[config.mk]
export PLATFORM = sky130hd
export DESIGN_NAME = rf_write_arbiter_flat
export DESIGN_NICKNAME = d
export VERILOG_FILES = /design/src/rtl/rf_write_arbiter_pkg.sv /design/src/rtl/rf_write_arbiter_if.sv /design/src/rtl/rf_write_arbiter_rr_arb2.sv /design/src/rtl/rf_write_arbiter.sv /design/src/flat_wrapper.sv
export SDC_FILE = /design/constraint.sdc
export NUM_CORES = 1
export LEC_CHECK = 0
export ABC_AREA = 1
export CORE_MARGIN = 4
export CORE_UTILIZATION = 34
export CTS_CLUSTER_SIZE = 10
export DETAILED_ROUTE_END_ITERATION = 8
export PLACE_DENSITY_LB_ADDON = 0.3
export SETUP_SLACK_MARGIN = 0.1
export SYNTH_ARGS = -nofsm -noshare
export SYNTH_HDL_FRONTEND = slang
export SYNTH_HIERARCHICAL = 1
export SYNTH_SLANG_ARGS = --single-unit
[constraint.sdc]
create_clock -name clk -period 1.6 [get_ports clk]
set_input_delay 0.32 -clock clk [delete_from_list [all_inputs] [get_ports clk]]
set_output_delay 0.32 -clock clk [all_outputs]
set_load 0.02 [all_outputs]
[src/rtl/rf_write_arbiter_pkg.sv]
// Shared constants for the register-file write arbiter slice.
package rf_write_arbiter_pkg;

    localparam int RF_DATA_W   = 32;
    localparam int RF_ADDR_W   = 5;
    localparam int RF_ZERO_REG = 0;

    localparam logic REQ_ALU = 1'b0;
    localparam logic REQ_MEM = 1'b1;

endpackage

[src/rtl/rf_write_arbiter_if.sv]
// Writeback requester, register-file write/read port and forwarding signals.
interface rf_write_arbiter_if #(
    parameter int DATA_W = 32,
    parameter int ADDR_W = 5,
    parameter int CNT_W  = 16
);
    logic              req0_valid;
    logic [ADDR_W-1:0] req0_addr;
    logic [DATA_W-1:0] req0_data;
    logic              req0_ready;
    logic              req1_valid;
    logic [ADDR_W-1:0] req1_addr;
    logic [DATA_W-1:0] req1_data;
    logic              req1_ready;
    logic              RegWrite;
    logic [ADDR_W-1:0] Addr3;
    logic [DATA_W-1:0] WD3;
    logic [ADDR_W-1:0] Addr1;
    logic [ADDR_W-1:0] Addr2;
    logic              fwd1_hit;
    logic              fwd2_hit;
    logic [DATA_W-1:0] fwd_data;
    logic [CNT_W-1:0]  conflict_cnt;

    modport slave (
        input  req0_valid, req0_addr, req0_data,
        input  req1_valid, req1_addr, req1_data,
        input  Addr1, Addr2,
        output req0_ready, req1_ready,
        output RegWrite, Addr3, WD3,
        output fwd1_hit, fwd2_hit, fwd_data, conflict_cnt
    );

    modport master (
        output req0_valid, req0_addr, req0_data,
        output req1_valid, req1_addr, req1_data,
        output Addr1, Addr2,
        input  req0_ready, req1_ready,
        input  RegWrite, Addr3, WD3,
        input  fwd1_hit, fwd2_hit, fwd_data, conflict_cnt
    );
endinterface

[src/rtl/rf_write_arbiter_rr_arb2.sv]
// Two-way round-robin grant; the pointer flips away from the last winner.
module rr_arb2
    import rf_write_arbiter_pkg::*;
(
    input  logic       clk,
    input  logic       rst,
    input  logic [1:0] valid,
    output logic       grant_vld,
    output logic       grant_idx
);

    logic prio_q;

    always_comb begin
        grant_vld = |valid;
        grant_idx = REQ_ALU;
        if (valid[0] && valid[1])
            grant_idx = prio_q;
        else if (valid[1])
            grant_idx = REQ_MEM;
    end

    always_ff @(posedge clk) begin
        if (!rst)
            prio_q <= REQ_ALU;
        else if (grant_vld)
            prio_q <= ~grant_idx;
    end

endmodule

[src/rtl/rf_write_arbiter.sv]
// Shares the register-file write port between ALU and load writeback, registers
// the winner for one cycle and forwards the in-flight write to the read ports.
module rf_write_arbiter
    import rf_write_arbiter_pkg::*;
#(
    parameter int DATA_W = RF_DATA_W,
    parameter int ADDR_W = RF_ADDR_W,
    parameter int CNT_W  = 16
) (
    input  logic                 clk,
    input  logic                 rst,
    rf_write_arbiter_if.slave    bus
);

    localparam logic [ADDR_W-1:0] ZERO_ADDR = ADDR_W'(RF_ZERO_REG);
    localparam logic [CNT_W-1:0]  CNT_MAX   = '1;

    logic              grant_vld;
    logic              grant_idx;
    logic              xfer;
    logic [ADDR_W-1:0] win_addr;
    logic [DATA_W-1:0] win_data;

    logic              regwrite_q;
    logic [ADDR_W-1:0] addr3_q;
    logic [DATA_W-1:0] wd3_q;
    logic [CNT_W-1:0]  cnt_q;

    rr_arb2 u_arb (
        .clk       (clk),
        .rst       (rst),
        .valid     ({bus.req1_valid, bus.req0_valid}),
        .grant_vld (grant_vld),
        .grant_idx (grant_idx)
    );

    // Readies are masked during reset so nothing is accepted while held.
    assign xfer           = rst && grant_vld;
    assign bus.req0_ready = xfer && (grant_idx == REQ_ALU);
    assign bus.req1_ready = xfer && (grant_idx == REQ_MEM);

    assign win_addr = (grant_idx == REQ_MEM) ? bus.req1_addr : bus.req0_addr;
    assign win_data = (grant_idx == REQ_MEM) ? bus.req1_data : bus.req0_data;

    always_ff @(posedge clk) begin
        if (!rst) begin
            regwrite_q <= 1'b0;
            addr3_q    <= '0;
            wd3_q      <= '0;
            cnt_q      <= '0;
        end else begin
            if (xfer) begin
                regwrite_q <= (win_addr != ZERO_ADDR);
                addr3_q    <= win_addr;
                wd3_q      <= win_data;
            end else begin
                regwrite_q <= 1'b0;
            end
            if (bus.req0_valid && bus.req1_valid && (cnt_q != CNT_MAX))
                cnt_q <= cnt_q + 1'b1;
        end
    end

    assign bus.RegWrite     = regwrite_q;
    assign bus.Addr3        = addr3_q;
    assign bus.WD3          = wd3_q;
    assign bus.fwd_data     = wd3_q;
    assign bus.conflict_cnt = cnt_q;

    // The write commits at the next edge, so same-cycle reads must take it from here.
    assign bus.fwd1_hit = regwrite_q && (addr3_q == bus.Addr1) && (bus.Addr1 != ZERO_ADDR);
    assign bus.fwd2_hit = regwrite_q && (addr3_q == bus.Addr2) && (bus.Addr2 != ZERO_ADDR);

endmodule

[src/flat_wrapper.sv]
// flat-port wrapper written by rule: the top's interface ports become plain ports
module rf_write_arbiter_flat import rf_write_arbiter_pkg::*;
#(
    parameter int DATA_W = RF_DATA_W,
    parameter int ADDR_W = RF_ADDR_W,
    parameter int CNT_W  = 16
)
  (clk, rst, bus_req0_valid, bus_req0_addr, bus_req0_data, bus_req1_valid, bus_req1_addr, bus_req1_data, bus_Addr1, bus_Addr2, bus_req0_ready, bus_req1_ready, bus_RegWrite, bus_Addr3, bus_WD3, bus_fwd1_hit, bus_fwd2_hit, bus_fwd_data, bus_conflict_cnt);
  rf_write_arbiter_if #(.DATA_W(DATA_W), .ADDR_W(ADDR_W), .CNT_W(CNT_W)) bus_i ();
  input  logic clk;
  input  logic rst;
  input wire logic [$bits(bus_i.req0_valid)-1:0] bus_req0_valid;
  input wire logic [$bits(bus_i.req0_addr)-1:0] bus_req0_addr;
  input wire logic [$bits(bus_i.req0_data)-1:0] bus_req0_data;
  input wire logic [$bits(bus_i.req1_valid)-1:0] bus_req1_valid;
  input wire logic [$bits(bus_i.req1_addr)-1:0] bus_req1_addr;
  input wire logic [$bits(bus_i.req1_data)-1:0] bus_req1_data;
  input wire logic [$bits(bus_i.Addr1)-1:0] bus_Addr1;
  input wire logic [$bits(bus_i.Addr2)-1:0] bus_Addr2;
  output wire logic [$bits(bus_i.req0_ready)-1:0] bus_req0_ready;
  output wire logic [$bits(bus_i.req1_ready)-1:0] bus_req1_ready;
  output wire logic [$bits(bus_i.RegWrite)-1:0] bus_RegWrite;
  output wire logic [$bits(bus_i.Addr3)-1:0] bus_Addr3;
  output wire logic [$bits(bus_i.WD3)-1:0] bus_WD3;
  output wire logic [$bits(bus_i.fwd1_hit)-1:0] bus_fwd1_hit;
  output wire logic [$bits(bus_i.fwd2_hit)-1:0] bus_fwd2_hit;
  output wire logic [$bits(bus_i.fwd_data)-1:0] bus_fwd_data;
  output wire logic [$bits(bus_i.conflict_cnt)-1:0] bus_conflict_cnt;
  assign bus_i.req0_valid = bus_req0_valid;
  assign bus_i.req0_addr = bus_req0_addr;
  assign bus_i.req0_data = bus_req0_data;
  assign bus_i.req1_valid = bus_req1_valid;
  assign bus_i.req1_addr = bus_req1_addr;
  assign bus_i.req1_data = bus_req1_data;
  assign bus_i.Addr1 = bus_Addr1;
  assign bus_i.Addr2 = bus_Addr2;
  assign bus_req0_ready = bus_i.req0_ready;
  assign bus_req1_ready = bus_i.req1_ready;
  assign bus_RegWrite = bus_i.RegWrite;
  assign bus_Addr3 = bus_i.Addr3;
  assign bus_WD3 = bus_i.WD3;
  assign bus_fwd1_hit = bus_i.fwd1_hit;
  assign bus_fwd2_hit = bus_i.fwd2_hit;
  assign bus_fwd_data = bus_i.fwd_data;
  assign bus_conflict_cnt = bus_i.conflict_cnt;
  rf_write_arbiter #(.DATA_W(DATA_W), .ADDR_W(ADDR_W), .CNT_W(CNT_W)) u_core (.clk(clk), .rst(rst), .bus(bus_i));
endmodule
Yosys cells after proc, flatten, opt, wreduce, memory -nomap -nowiden
Index checks and enable logic that the tools add are counted.
Word-level totals
  flip-flop bits (word level): 55
  output and inout port bits: 90
  logic and storage cells: 28
Operators by class
  add/subtract/negate cells: 1
  equal/unequal tests: 3
  mux-type cells: 4
  bitwise operators: 1
  reduce and logical (&&, ||, !) cells: 14
Operator list (count)
  32-bit two-way mux: 1
  16-bit by 1-bit adder with 16-bit output (second input constant): 1
  16-bit != test (second input constant): 1
  5-bit nonzero test: 3
  5-bit == test: 2
  1-bit logical AND: 9
  5-bit two-way mux: 1
  1-bit two-way mux: 2
  2-bit AND reduction: 1
  2-bit OR reduction: 1
  1-bit NOT: 1

Logic depth before layout (Yosys ltp)
  depth after elaboration: 4
  gate-level depth with buffers: 9
  depth with buffers taken out: 9

Hierarchy
The synthesis kept the hierarchy.
By module, submodules not included
  rf_write_arbiter: instances 1, cells each 420, area each 2896.5 um2
  rr_arb2: instances 1, cells each 9, area each 58.8 um2

Worst setup path after synthesis
Ideal clock, no wire load.
  path type: register to output
  start: register u_core.addr3_q[1], in the netlist u_core/bus.Addr3[1]
  end: output port bus_fwd1_hit
  arrival time: 1.254 ns
  required time: 1.280 ns
  slack: 0.026 ns
  stages on the path, launching flop included: 5
  path buffers: 0
  cell sequence: dfxtp_1 inv_1 nand3_1 a21oi_1 nor3_1
Between the ends
  cells in the longest elaborated chain, start to end: 3
RTL lines
  from (decl): RTL line rf_write_arbiter.sv:25  | logic [ADDR_W-1:0] addr3_q;
  from (signal assigned): RTL line rf_write_arbiter.sv:54  | addr3_q <= win_addr;
  5-bit == test: RTL line rf_write_arbiter.sv:71  | assign bus.fwd1_hit = regwrite_q && (addr3_q == bus.Addr1) && (bus.Addr1 != ZERO_ADDR);
  1-bit logical AND (2 in series): RTL line rf_write_arbiter.sv:71
  to (decl): RTL line flat_wrapper.sv:25  | output wire logic [$bits(bus_i.fwd1_hit)-1:0] bus_fwd1_hit;
No other way between the ends.

Worst setup path in the final report
  start: register u_core.addr3_q[2], in the netlist u_core/bus.Addr3[2]
  end: output port bus_fwd2_hit
Between the ends
  cells in the longest elaborated chain, start to end: 3
RTL lines
  5-bit == test: RTL line rf_write_arbiter.sv:72  | assign bus.fwd2_hit = regwrite_q && (addr3_q == bus.Addr2) && (bus.Addr2 != ZERO_ADDR);
  1-bit logical AND (2 in series): RTL line rf_write_arbiter.sv:72
  to (decl): RTL line flat_wrapper.sv:26  | output wire logic [$bits(bus_i.fwd2_hit)-1:0] bus_fwd2_hit;
No other way between the ends.

==> results.sh <==
export IMPL_maxCapViolations=0
export IMPL_p_per_area_nw_per_um2=656
export IMPL_crit_path_end_kind="output port"
export IMPL_initial_core_util_pct=35.4
export IMPL_fmax_mhz=622
export IMPL_worstHoldPathType="in2reg"
export IMPL_wl_met1_um=3910
export IMPL_crit_start="u_core/bus.Addr3[2]"
export IMPL_dieHeight_um=101
export IMPL_post_route_period_util_pct=100
export IMPL_status="finished with violations"
export IMPL_rsz0062_at_grt="yes"
export IMPL_final_net_count=689
export IMPL_finalCriticalPeriod_ns=1.61
export IMPL_synth_top_family_by_area="simple AND/OR/NAND/NOR gates"
export IMPL_synth_top_area_cell="dfxtp_1"
export IMPL_worstPathMaxFanout=4
export IMPL_dpl_hpwl_um=7360
export IMPL_rows=33
export IMPL_p_leak_uw=0.00232
export IMPL_slew_headroom_pct=80.5
export IMPL_final_cell_mix="nand2_1, dlygate4sd2_1, clkdlybuf4s50_1"
export IMPL_synthAdderAreaFrac_pct=0.423
export IMPL_drv_slew=0
export IMPL_required_ns=1.28
export IMPL_async_flop_share_pct=0
export IMPL_cts_tree="built"
export IMPL_fillers=768
export IMPL_layout_commonest_cell="nand2_1"
export IMPL_fin_util_pct=59.3
export IMPL_critical_path_max_stage_delay_ns=0.38
export IMPL_track_usage_pct=18.4
export IMPL_synth_compound_area_share_pct=12.1
export IMPL_grt_pass1_vias=3344
export IMPL_synth_xor_xnor_area_share_pct=1.19
export IMPL_drt_iter0_markers=123
export IMPL_dr_pass1_iters=4
export IMPL_ys_top_cells_by_area="dfxtp_1, nand2_1, buf_4"
export IMPL_die_w_um=101
export IMPL_clock_sinks=55
export IMPL_syn_inst=429
export IMPL_area_growth_pct=67.2
export IMPL_drive_above_1_share_pct=16.3
export IMPL_crit_path_end="bus_fwd2_hit"
export IMPL_min_path_cells=4
export IMPL_fin_setup_tns_ns=-0.00662
export IMPL_worst_path_buf_inv=1
export IMPL_wl_met2_um=5110
export IMPL_setup_worst_path_class="reg2out"
export IMPL_syn_nets=518
export IMPL_yosys_most_used_dff="dfxtp_1"
export IMPL_gp_congestion=0.821
export IMPL_vias=3339
export IMPL_cp_num_cells=5
export IMPL_cp_start_kind="flop"
export IMPL_ctsHtreeMaxLevel=2
export IMPL_synthMuxAreaShare_pct=0
export IMPL_antenna_found_initial=0
export IMPL_antennaDiodeCount=0
export IMPL_wire_per_inst_um=14.0
export IMPL_ios=178
export IMPL_crit_slowest_cell="dfxtp_4"
export IMPL_ys_types=32
export IMPL_crit_family="flip-flops"
export IMPL_core_area_um2=8340
export IMPL_drc=0
export IMPL_ys_ff_latch=55
export IMPL_synth_edff_count=0
export IMPL_cts_made_buffers=5
export IMPL_synth_top_area_share_pct=37.3
export IMPL_worstMarginPinSlew_ns=0.293
export IMPL_clkTransAtPathRegs_ns=0.10
export IMPL_drt_wl_total_um=9870
export IMPL_io_buffers=177
export IMPL_critPathArrivalTime_ns=1.29
export IMPL_setup_ws_ns=-0.00662
export IMPL_grt_pass1_wl_um=15400
export IMPL_ff_latch_area_um2=1120
export IMPL_multi_input_area_um2=1540
export IMPL_setup_viol=1
export IMPL_synth_seq_area_share_pct=37.3
export IMPL_detail_route_antenna_nets=0
export IMPL_worstPathCellList="nor2_2 -> nand3_2 -> a21oi_2 -> nor3_2 -> buf_4"
export IMPL_wl_met3_um=772
export IMPL_syn_area_um2=2960
export IMPL_skew_ns=0.00908
export IMPL_vias_per_cell=4.73
export IMPL_grt_max_degree=33
export IMPL_clock_path_buffers=2
export IMPL_hold_viol=0
export IMPL_cts_root_buf="clkbuf_8"
export IMPL_rr_worst_depth=9
export IMPL_r2r_slack_ns=0.21
export IMPL_synth_warnings=6
export IMPL_synth_simple_area_share_pct=34.4
export IMPL_topRoutingLayerUsed="met4"
export IMPL_reg2reg_to="u_core/bus.RegWrite"
export IMPL_clock_latency_ns=0.30
export IMPL_die_area_um2=10200
export IMPL_avgSynthCellArea_um2=6.89
export IMPL_violations="negative setup slack"
export IMPL_grt_remaining_overflow=0
export IMPL_r2r_start="u_core/u_arb/prio_q"
export IMPL_ir_drop_v=0.000351
## kinds of logic after synthesis
kind of cell / count (synthesis)
flops: 55
compound gates: 59
buf+inv: 74
simple gates: 236
fa+ha+maj: 1
xor+xnor: 4
## synth_stat cells, types with 2 or more instances
cell type  instances
buf_1              4
nand3_1           16
clkbuf_1           2
inv_1             24
nor2_1            42
inv_2              2
a21oi_1           12
or2_2              3
o211ai_1           2
a31oi_1           32
nor3_1             5
o21ai_0            8
dfxtp_1           55
xnor2_1            3
buf_4             39
nand2_2            3
o2111ai_1          2
nor2_4             7
o31ai_1            2
nand2_1          153
nand4_1            2
## worst reg2reg max path, cell delays in order, from the launching register on
cell and delay (ns):
dfxtp_2 0.34, inv_2 0.07, a21oi_4 0.07, buf_6 0.13, buf_6 0.11, or2_4 0.23
o21ai_2 0.07, nand2_1 0.08, nor3_2 0.10, o21ai_1 0.08
## through the flow
step                      cells  hold slack, ns  worst slack (ns)  area (um^2)  power, uW
after floorplan             429           0.442             0.133         2970       2000
after global placement      690           0.465            -0.633         4740       2500
after detailed placement    690           0.470            -0.641         4740       2510
after CTS                   699           0.462           -0.0644         4750       3210
after global routing        706           0.483           -0.0967         4940       3420
final                       706           0.476          -0.00662         4940       3240
## final cells by class
type | instances | share of cell area, %
Inverter | 27 | 2.05
Sequential cell | 55 | 22.6
Clock buffer | 5 | 1.39
Tap cell | 105 | 2.66
Timing Repair Buffer | 211 | 39.8
Multi-Input combinational cell | 300 | 31.1
Clock inverter | 3 | 0.380
## metal layers
metal	GRT usage (%)	up-vias
met5	0	-
met4	3.48	0
met3	5.23	8
met2	34.0	130
met1	21.1	1509
li1	-	1692
## worst min path at each step
stage	start	to	slack, ns
after floorplan	rst	u_core/u_arb/prio_q	0.44
after global placement	u_core/u_arb/prio_q	u_core/u_arb/prio_q	0.46
after detailed placement	u_core/u_arb/prio_q	u_core/u_arb/prio_q	0.47
after CTS	bus_req0_valid	u_core/u_arb/prio_q	0.46
after global routing	bus_req0_valid	u_core/u_arb/prio_q	0.48
final	bus_req1_valid	u_core/u_arb/prio_q	0.48
## registers in the layout, summed over array words and instances (netlist names)
name                     flops
u_core/bus.Addr3             5
u_core/bus.WD3              32
u_core/bus.RegWrite          1
u_core/bus.conflict_cnt     16
u_core/u_arb/prio_q          1
## timing repair
action,CTS,global route
gates resized for setup,136,36
hold buffers,0,0
buffers inserted,1,6
setup endpoints to repair,129,52
cloned,0,1
pin swaps,13,17
## where the power goes
part           internal [uW]  total (uW)  leakage (uW)  switching, uW
sequential              1440        1510      0.000453           64.2
combinational            490         963       0.00182            473
clock                    310         773     0.0000483            463
No activity file was read; power rests on OpenSTA's default activity.
